--- config.mk ---
export PLATFORM = sky130hd
export DESIGN_NAME = bool_matvec_seq
export DESIGN_NICKNAME = d
export VERILOG_FILES = /design/src/rtl/bool_matvec_seq_pkg.sv /design/src/rtl/bool_row_dot.sv /design/src/rtl/bool_matvec_seq.sv
export SDC_FILE = /design/constraint.sdc
export NUM_CORES = 1
export LEC_CHECK = 0
export ABC_CLOCK_PERIOD_IN_PS = 2480
export BUFFER_PORTS_ARGS = -buffer_cell sky130_fd_sc_hd__buf_2
export CAP_MARGIN = 5
export CORE_ASPECT_RATIO = 1.5
export CORE_MARGIN = 2
export CORE_UTILIZATION = 52
export DETAILED_ROUTE_END_ITERATION = 6
export PLACE_DENSITY = 0.75
export SYNTH_ARGS = -nofsm -noshare
export SYNTH_HDL_FRONTEND = slang
export SYNTH_HIERARCHICAL = 1
export SYNTH_SLANG_ARGS = --single-unit
--- constraint.sdc ---
create_clock -name clk -period 2.48 [get_ports clk]
set_input_delay 0.496 -clock clk [delete_from_list [all_inputs] [get_ports clk]]
set_output_delay 0.496 -clock clk [all_outputs]
set_load 0.03 [all_outputs]
--- src/rtl/bool_matvec_seq_pkg.sv ---
// Shared types and helpers for the boolean matrix-vector sequencer.
package bool_matvec_seq_pkg;

  typedef enum logic [1:0] {
    ST_IDLE = 2'd0,
    ST_ROW  = 2'd1,
    ST_DONE = 2'd2
  } state_e;

  function automatic int CLOG2(input int v);
    int r;
    r = 0;
    for (int i = 0; i < 31; i++)
      if ((1 << i) < v) r = i + 1;
    return r;
  endfunction

endpackage

--- src/rtl/bool_row_dot.sv ---
// One boolean dot product: OR over c of (row[c] AND vec[c]).
module bool_row_dot #(
  parameter int N = 4
) (
  input  logic [N-1:0] row,
  input  logic [N-1:0] vec,
  output logic         dot
);

  assign dot = |(row & vec);

endmodule

--- src/rtl/bool_matvec_seq.sv ---
// Sequencer for u = M^k v over the boolean semiring, one output row per cycle
// through a single shared row-dot unit.
module bool_matvec_seq
  import bool_matvec_seq_pkg::*;
#(
  parameter int N  = 4,
  parameter int KW = 4
) (
  input  logic                  clk,
  input  logic                  rst_n,
  input  logic                  cfg_we,
  input  logic [CLOG2(N)-1:0]   cfg_row,
  input  logic [N-1:0]          cfg_data,
  input  logic                  in_valid,
  output logic                  in_ready,
  input  logic [N-1:0]          in_vec,
  input  logic [KW-1:0]         in_iter,
  output logic                  out_valid,
  input  logic                  out_ready,
  output logic [N-1:0]          out_vec,
  output logic                  busy
);

  localparam int             RW   = CLOG2(N);
  localparam logic [RW-1:0]  RMAX = RW'(N - 1);
  localparam logic [RW:0]    NL   = (RW + 1)'(N);

  state_e                 state_q, state_d;
  logic [N-1:0][N-1:0]    mat_q, mat_d;
  logic [N-1:0]           cur_q, cur_d;
  logic [N-1:0]           nxt_q, nxt_d;
  logic [N-1:0]           out_vec_q, out_vec_d;
  logic [KW-1:0]          rem_q, rem_d;
  logic [RW-1:0]          r_q, r_d;
  logic                   dot;
  logic [N-1:0]           pass_vec;

  bool_row_dot #(.N(N)) u_dot (
    .row (mat_q[r_q]),
    .vec (cur_q),
    .dot (dot)
  );

  // The last row's result is still combinational when the pass closes.
  always_comb begin
    pass_vec        = nxt_q;
    pass_vec[N-1]   = dot;
  end

  always_comb begin
    state_d   = state_q;
    mat_d     = mat_q;
    cur_d     = cur_q;
    nxt_d     = nxt_q;
    out_vec_d = out_vec_q;
    rem_d     = rem_q;
    r_d       = r_q;
    case (state_q)
      ST_IDLE: begin
        if (cfg_we && ({1'b0, cfg_row} < NL))
          mat_d[cfg_row] = cfg_data;
        if (in_valid) begin
          cur_d = in_vec;
          rem_d = in_iter;
          r_d   = '0;
          if (in_iter == '0) begin
            out_vec_d = in_vec;
            state_d   = ST_DONE;
          end else begin
            state_d   = ST_ROW;
          end
        end
      end
      ST_ROW: begin
        nxt_d[r_q] = dot;
        if (r_q == RMAX) begin
          cur_d = pass_vec;
          rem_d = rem_q - KW'(1);
          r_d   = '0;
          if (rem_q == KW'(1)) begin
            out_vec_d = pass_vec;
            state_d   = ST_DONE;
          end
        end else begin
          r_d = r_q + RW'(1);
        end
      end
      ST_DONE: begin
        if (out_ready) state_d = ST_IDLE;
      end
      default: state_d = ST_IDLE;
    endcase
  end

  always_ff @(posedge clk or negedge rst_n) begin
    if (!rst_n) begin
      state_q   <= ST_IDLE;
      mat_q     <= '0;
      cur_q     <= '0;
      nxt_q     <= '0;
      out_vec_q <= '0;
      rem_q     <= '0;
      r_q       <= '0;
    end else begin
      state_q   <= state_d;
      mat_q     <= mat_d;
      cur_q     <= cur_d;
      nxt_q     <= nxt_d;
      out_vec_q <= out_vec_d;
      rem_q     <= rem_d;
      r_q       <= r_d;
    end
  end

  assign in_ready  = (state_q == ST_IDLE);
  assign out_valid = (state_q == ST_DONE);
  assign busy      = (state_q == ST_ROW) || (state_q == ST_DONE);
  assign out_vec   = out_vec_q;

endmodule
# Yosys cells after proc, flatten, opt, wreduce, memory -nomap -nowiden
# Index checks and enable logic that the tools add are counted.
# W data, S select, Z words.
# word_totals
regBits	36
word_cells	66
out_inout_bits	7
input_bits	19
# classes
add_sub_neg	2
bitwise_logic	1
reduce_logical	12
n_lt_le_gt_ge	4
eq_ne	9
n_mux	28
# ops
cell	count
$mux W4	10
$pmux W4 S2	3
$bwmux W16	1
$mux W2	7
$bmux W4 S2	1
$demux W4 S2	1
$lt A2 B3 Y1 const B	2
$ne A2 B2 Y1 const B	3
$pmux W2 S3	1
$reduce_and A5 Y1	1
$and A4 B4 Y4	1
$bwmux W4	1
$eq A2 B2 Y1 const B	2
$eq A4 B1 Y1 const B	1
$ge A2 B1 Y1 const B	2
$logic_not A4 Y1	1
$ne A2 B1 Y1 const B	2
$pmux W2 S2	1
$reduce_and A2 Y1	2
$reduce_and A4 Y1	1
$reduce_or A4 Y1	1
$sub A4 B1 Y4 const B	1
$reduce_and A3 Y1	1
$add A2 B1 Y2 const B	1
7 further kinds	8

# Depth between registers and ports, before layout
# depth
depth_word	7
depth_mapped	6
ltp_nobuf	5

# Cells and area by module
# Netlist, hierarchy kept.
# by_module_without_submodules
module	cells_each	n_inst	seq_area_each_um2	area_each_um2
bool_matvec_seq	136	1	875.8	1815.5
bool_row_dot	3	1	0.0	18.8

# Least setup slack after synthesis
# OpenSTA, ideal clock, no wires.
# synth_timing
kind	register to register
start	register r_q[0]
end	register cur_q[3]
setup_time_ns	0.125
slack_ns	0.367
stages_incl_launch_ff	7
t_required_ns	2.355
synth_period_minus_slack_ns	2.113
path_buffers	1
t_arrival_ns	1.989
cell_sequence	dfrtp_1 > clkbuf_1 > mux4_2 > a22oi_1 > nand2_1 > mux2_2 > mux2_2
# synth_between
elab_chain_len	6
word_cells_on_any_way	9
cone_classes	eq/ne (2); mux (4); bitwise (1); reduce/logical (2)
# synth_rtl
element	line	rtl
start: declaration	bool_matvec_seq.sv:34	logic [RW-1:0] r_q, r_d;
start signal: assignment	bool_matvec_seq.sv:111	r_q <= r_d;
$bmux W4 S2	bool_matvec_seq.sv:39	.row (mat_q[r_q]),
$mux W4 (implied by the code)	bool_matvec_seq.sv:39	
$and A4 B4 Y4	bool_row_dot.sv:10	assign dot = |(row & vec);
$reduce_or A4 Y1	bool_row_dot.sv:10	
named net dot	bool_matvec_seq.sv:35	logic dot;
$mux W4	bool_matvec_seq.sv:76	if (r_q == RMAX) begin
$pmux W4 S2	bool_matvec_seq.sv:58	case (state_q)
end signal: assignment	bool_matvec_seq.sv:107	cur_q <= cur_d;
end: declaration	bool_matvec_seq.sv:30	logic [N-1:0] cur_q, cur_d;
# The timed path passes the listed nets, and every way through them passes these cells. The select of a mux whose other input is x is not followed.
# A chain may end at the register's enable or synchronous reset.

# Worst setup path after layout
# layout_timing
start	register r_q[0]
end	register out_vec_q[3], in the netlist out_vec[3]
# layout_between
elab_chain_len	7
word_cells_on_any_way	10
cone_classes	eq/ne (2); mux (5); bitwise (1); reduce/logical (2)
# layout_rtl
element	line	rtl
$bmux W4 S2	bool_matvec_seq.sv:39	
$mux W4 (implied by the code)	bool_matvec_seq.sv:39	
$and A4 B4 Y4	bool_row_dot.sv:10	
$reduce_or A4 Y1	bool_row_dot.sv:10	
named net dot	bool_matvec_seq.sv:35	
$mux W4	bool_matvec_seq.sv:80	if (rem_q == KW'(1)) begin
$mux W4	bool_matvec_seq.sv:76	
$pmux W4 S2	bool_matvec_seq.sv:58	
end signal: assignment	bool_matvec_seq.sv:109	out_vec_q <= out_vec_d;
end: declaration	bool_matvec_seq.sv:32	logic [N-1:0] out_vec_q, out_vec_d;
# The timed path passes the listed nets, and every way through them passes these cells. The select of a mux whose other input is x is not followed.

==> impl_metrics.yaml <==
worst_setup_path:
  arrival_ns: 2.34
  worstRegToRegCells: 5
  critPathSlowestCell: "dfrtp_1"
  r2r_setup_slack_ns: 0.32
  path_cells: "mux4_2 > a22oi_1 > nand2_1 > mux2_2 > mux2_2"
  cpPeakStageDelay_ns: 0.57
  worstPathMaxFanout: 9
  worstPathRequired_ns: 2.65
  critPathLaunchType: "register"
  crit_type: "register to register"
  crit_top_cell: "mux2_2"
  cp-end-kind: "register"
grt:
  grt_overflow: 0
  grtUsageTotal_pct: 20.2
  grt_pass1_wl_um: 6000
  grt_pass1_vias: 1276
  antenna_found_initial: 0
  grt_max_degree: 36
cells_and_area:
  n_antenna_cell: 0
  syn_to_final_growth_pct: 16.4
  regArea_sq_um: 876
  final_cells: 212
  nNetsFinal: 197
  design_area_sq_um: 2130
  nFillCells: 274
  drive_above_1_share_pct: 44.1
  post-route-util_pct: 63.1
  multi_input_area_sq_um: 903
power_and_ir_drop:
  netSwitchingFraction_pct: 36.1
  peakVddDrop_v: 0.000962
  internal_power_mw: 1.94
  combPwrFrac_pct: 45.0
  total_power_mw: 3.04
  clkPwrFrac_pct: 19.7
  p_leak_nw: 0.956
  p_per_area_nw_per_um2: 1420
  pwr-share-seq_pct: 35.3
  net-switching-power_mw: 1.10
timing:
  rsz0062_at_grt: "no"
  setup_violations: 0
  layout_setup_ws_ns: 0.317
  hold_viol_final: 0
  worst_slew_pin_slew_ns: 0.769
  drv_slew: 0
  skew_ns: 0.00194
  fin_crit_ns: 2.16
  fin_setup_tns_ns: 0
  fmax_mhz: 462
  whs_ns: 0.281
  min_period_over_period_pct: 87.2
  slew_headroom_pct: 48.8
drt:
  dr.pass1.iters: 4
  ant_nets: 0
  drc: 0
  drt-initial-drc-count: 20
  wire_per_inst_um: 17.2
  vias_per_cell: 5.98
  num_vias: 1267
  drt-total-wl_um: 3640
clock_tree:
  numCtsBuffers: 5
  cts_resized: 0
  post_cts_buffers: 0
  worstSkewPairLatency_ns: 0.28
  cts_num_sinks: 35
  cts_tree: "done"
  holdBufCountCts: 0
  cts_buffer_depth: 2
  path_clk_slew_ns: 0.07
  htreeDepth: 2
  root_buffer: "clkbuf_8"
place:
  finalWeightedCongestion: 0.761
  dpl-instance-area_sq_um: 2000
  port_buffers: 25
  place_ws_ns: 0.334
  dp.cells: 204
  dp_hpwl_um: 2760
floorplan:
  io_pins: 26
  rows: 26
  die_h_um: 76.7
  start_util_pct: 54.2
  die_x_um: 52.5
  dieArea_sq_um: 4030
  coreArea_sq_um: 3380
yosys:
  synthesis.area_sq_um: 1830
  ys_seq_elements: 35
  synth_most_common_cell: "dfrtp_1"
  synth_top_area_share_pct: 47.7
  syn_inst: 139
  ys_warn_count: 6
  synth_common_cells: "dfrtp_1 (35), mux2_2 (32), ha_1 (9), inv_1 (8), nand2_1 (7)"
  syn_area_per_cell_sq_um: 13.2
  synth_ff_type: "dfrtp_1"
  synth_area_leaders: "dfrtp_1 (48%), mux2_2 (20%), ha_1 (6.1%)"
  synthDistinctLibCells: 33
  synth_area_leader_cell: "dfrtp_1"
  async_reset_ff_share_pct: 100
  ys_seq_area_share_pct: 47.7
  syn_nets: 167
  synth-edff-count: 0
hold_path:
  hp-class: "input pin to async pin"
run:
  cap_violations: 0
status:
  status: "completed"
[layout by cell type, fill, tap and decap left out, types with 2 or more instances in the layout]
master and count:
bufinv_16 2, a22oi_1 2, ha_1 9, o31ai_1 3, o21ai_0 2, nor3_1 3
nor2b_1 4, nand2_1 7, mux2_2 32, nor4_1 2, clkbuf_8 5, nand2b_1 2
nor2_1 3, dfrtp_1 35, buf_2 25, or2_2 2, a32o_1 2, inv_1 8
buf_4 2, nand4b_1 2, mux4_2 4
[worst max-delay path: cells and delay by family, from the launching register on]
kind | cells | cell delay [ns]
muxes | 3 | 1.12
DFF | 1 | 0.57
AOI/OAI and AO/OA | 1 | 0.21
and+or+nand+nor | 1 | 0.15
[logic make-up after synthesis]
kind of cell | count (synthesis) | synth area share (%)
fa+ha+maj | 9 | 6.14
flops | 35 | 47.7
mux | 38 | 26.3
simple gates | 29 | 9.07
compound gates | 16 | 7.71
buf+inv | 12 | 3.00
[power groups by stage]
| stage | Combinational [mW] | Clock (mW) | Sequential (mW) |
|---|---|---|---|
| after floorplan | 1.06 | 0 | 1.05 |
| after global placement | 1.29 | 0 | 1.06 |
| after detailed placement | 1.36 | 0 | 1.08 |
| after CTS | 1.38 | 0.614 | 1.07 |
| after global routing | 1.49 | 0.640 | 1.10 |
| final | 1.37 | 0.600 | 1.07 |
[state kept, by name, summed over array words and instances, names as in the netlist]
register,count
rem_q,4
mat_q,16
cur_q,4
nxt_q,3
out_vec,4
r_q,2
state_q,2
[cell type report]
class / instances / area share, %
Clock buffer: 6 / 3.40
Clock inverter: 2 / 2.81
Inverter: 8 / 1.41
Multi-Input combinational cell: 92 / 42.3
Sequential cell: 35 / 41.0
Tap cell: 42 / 2.46
Timing Repair Buffer: 27 / 6.57
[per-layer routing]
metal	vias up	track usage (%)	wire length, um
met2	33	34.1	2000
met5	-	0	0
met1	649	23.5	1390
met3	11	4.09	137
li1	574	-	-
met4	0	10.0	112
[worst paths after layout]
check	from	end
min in group clk	cfg_data[2]	mat_q[6]$_DFFE_PN0P_
max in group asynchronous	rst_n	state_q[0]$_DFFE_PN0P_
setup reg to reg	r_q[0]$_DFFE_PN0P_	out_vec[3]$_DFFE_PN0P_
hold / removal	rst_n	rem_q[0]$_DFFE_PN0P_
setup / recovery	r_q[0]$_DFFE_PN0P_	out_vec[3]$_DFFE_PN0P_
hold reg to reg	out_vec[1]$_DFFE_PN0P_	out_vec[1]$_DFFE_PN0P_
Note: power is estimated with default switching activity, not from simulation.
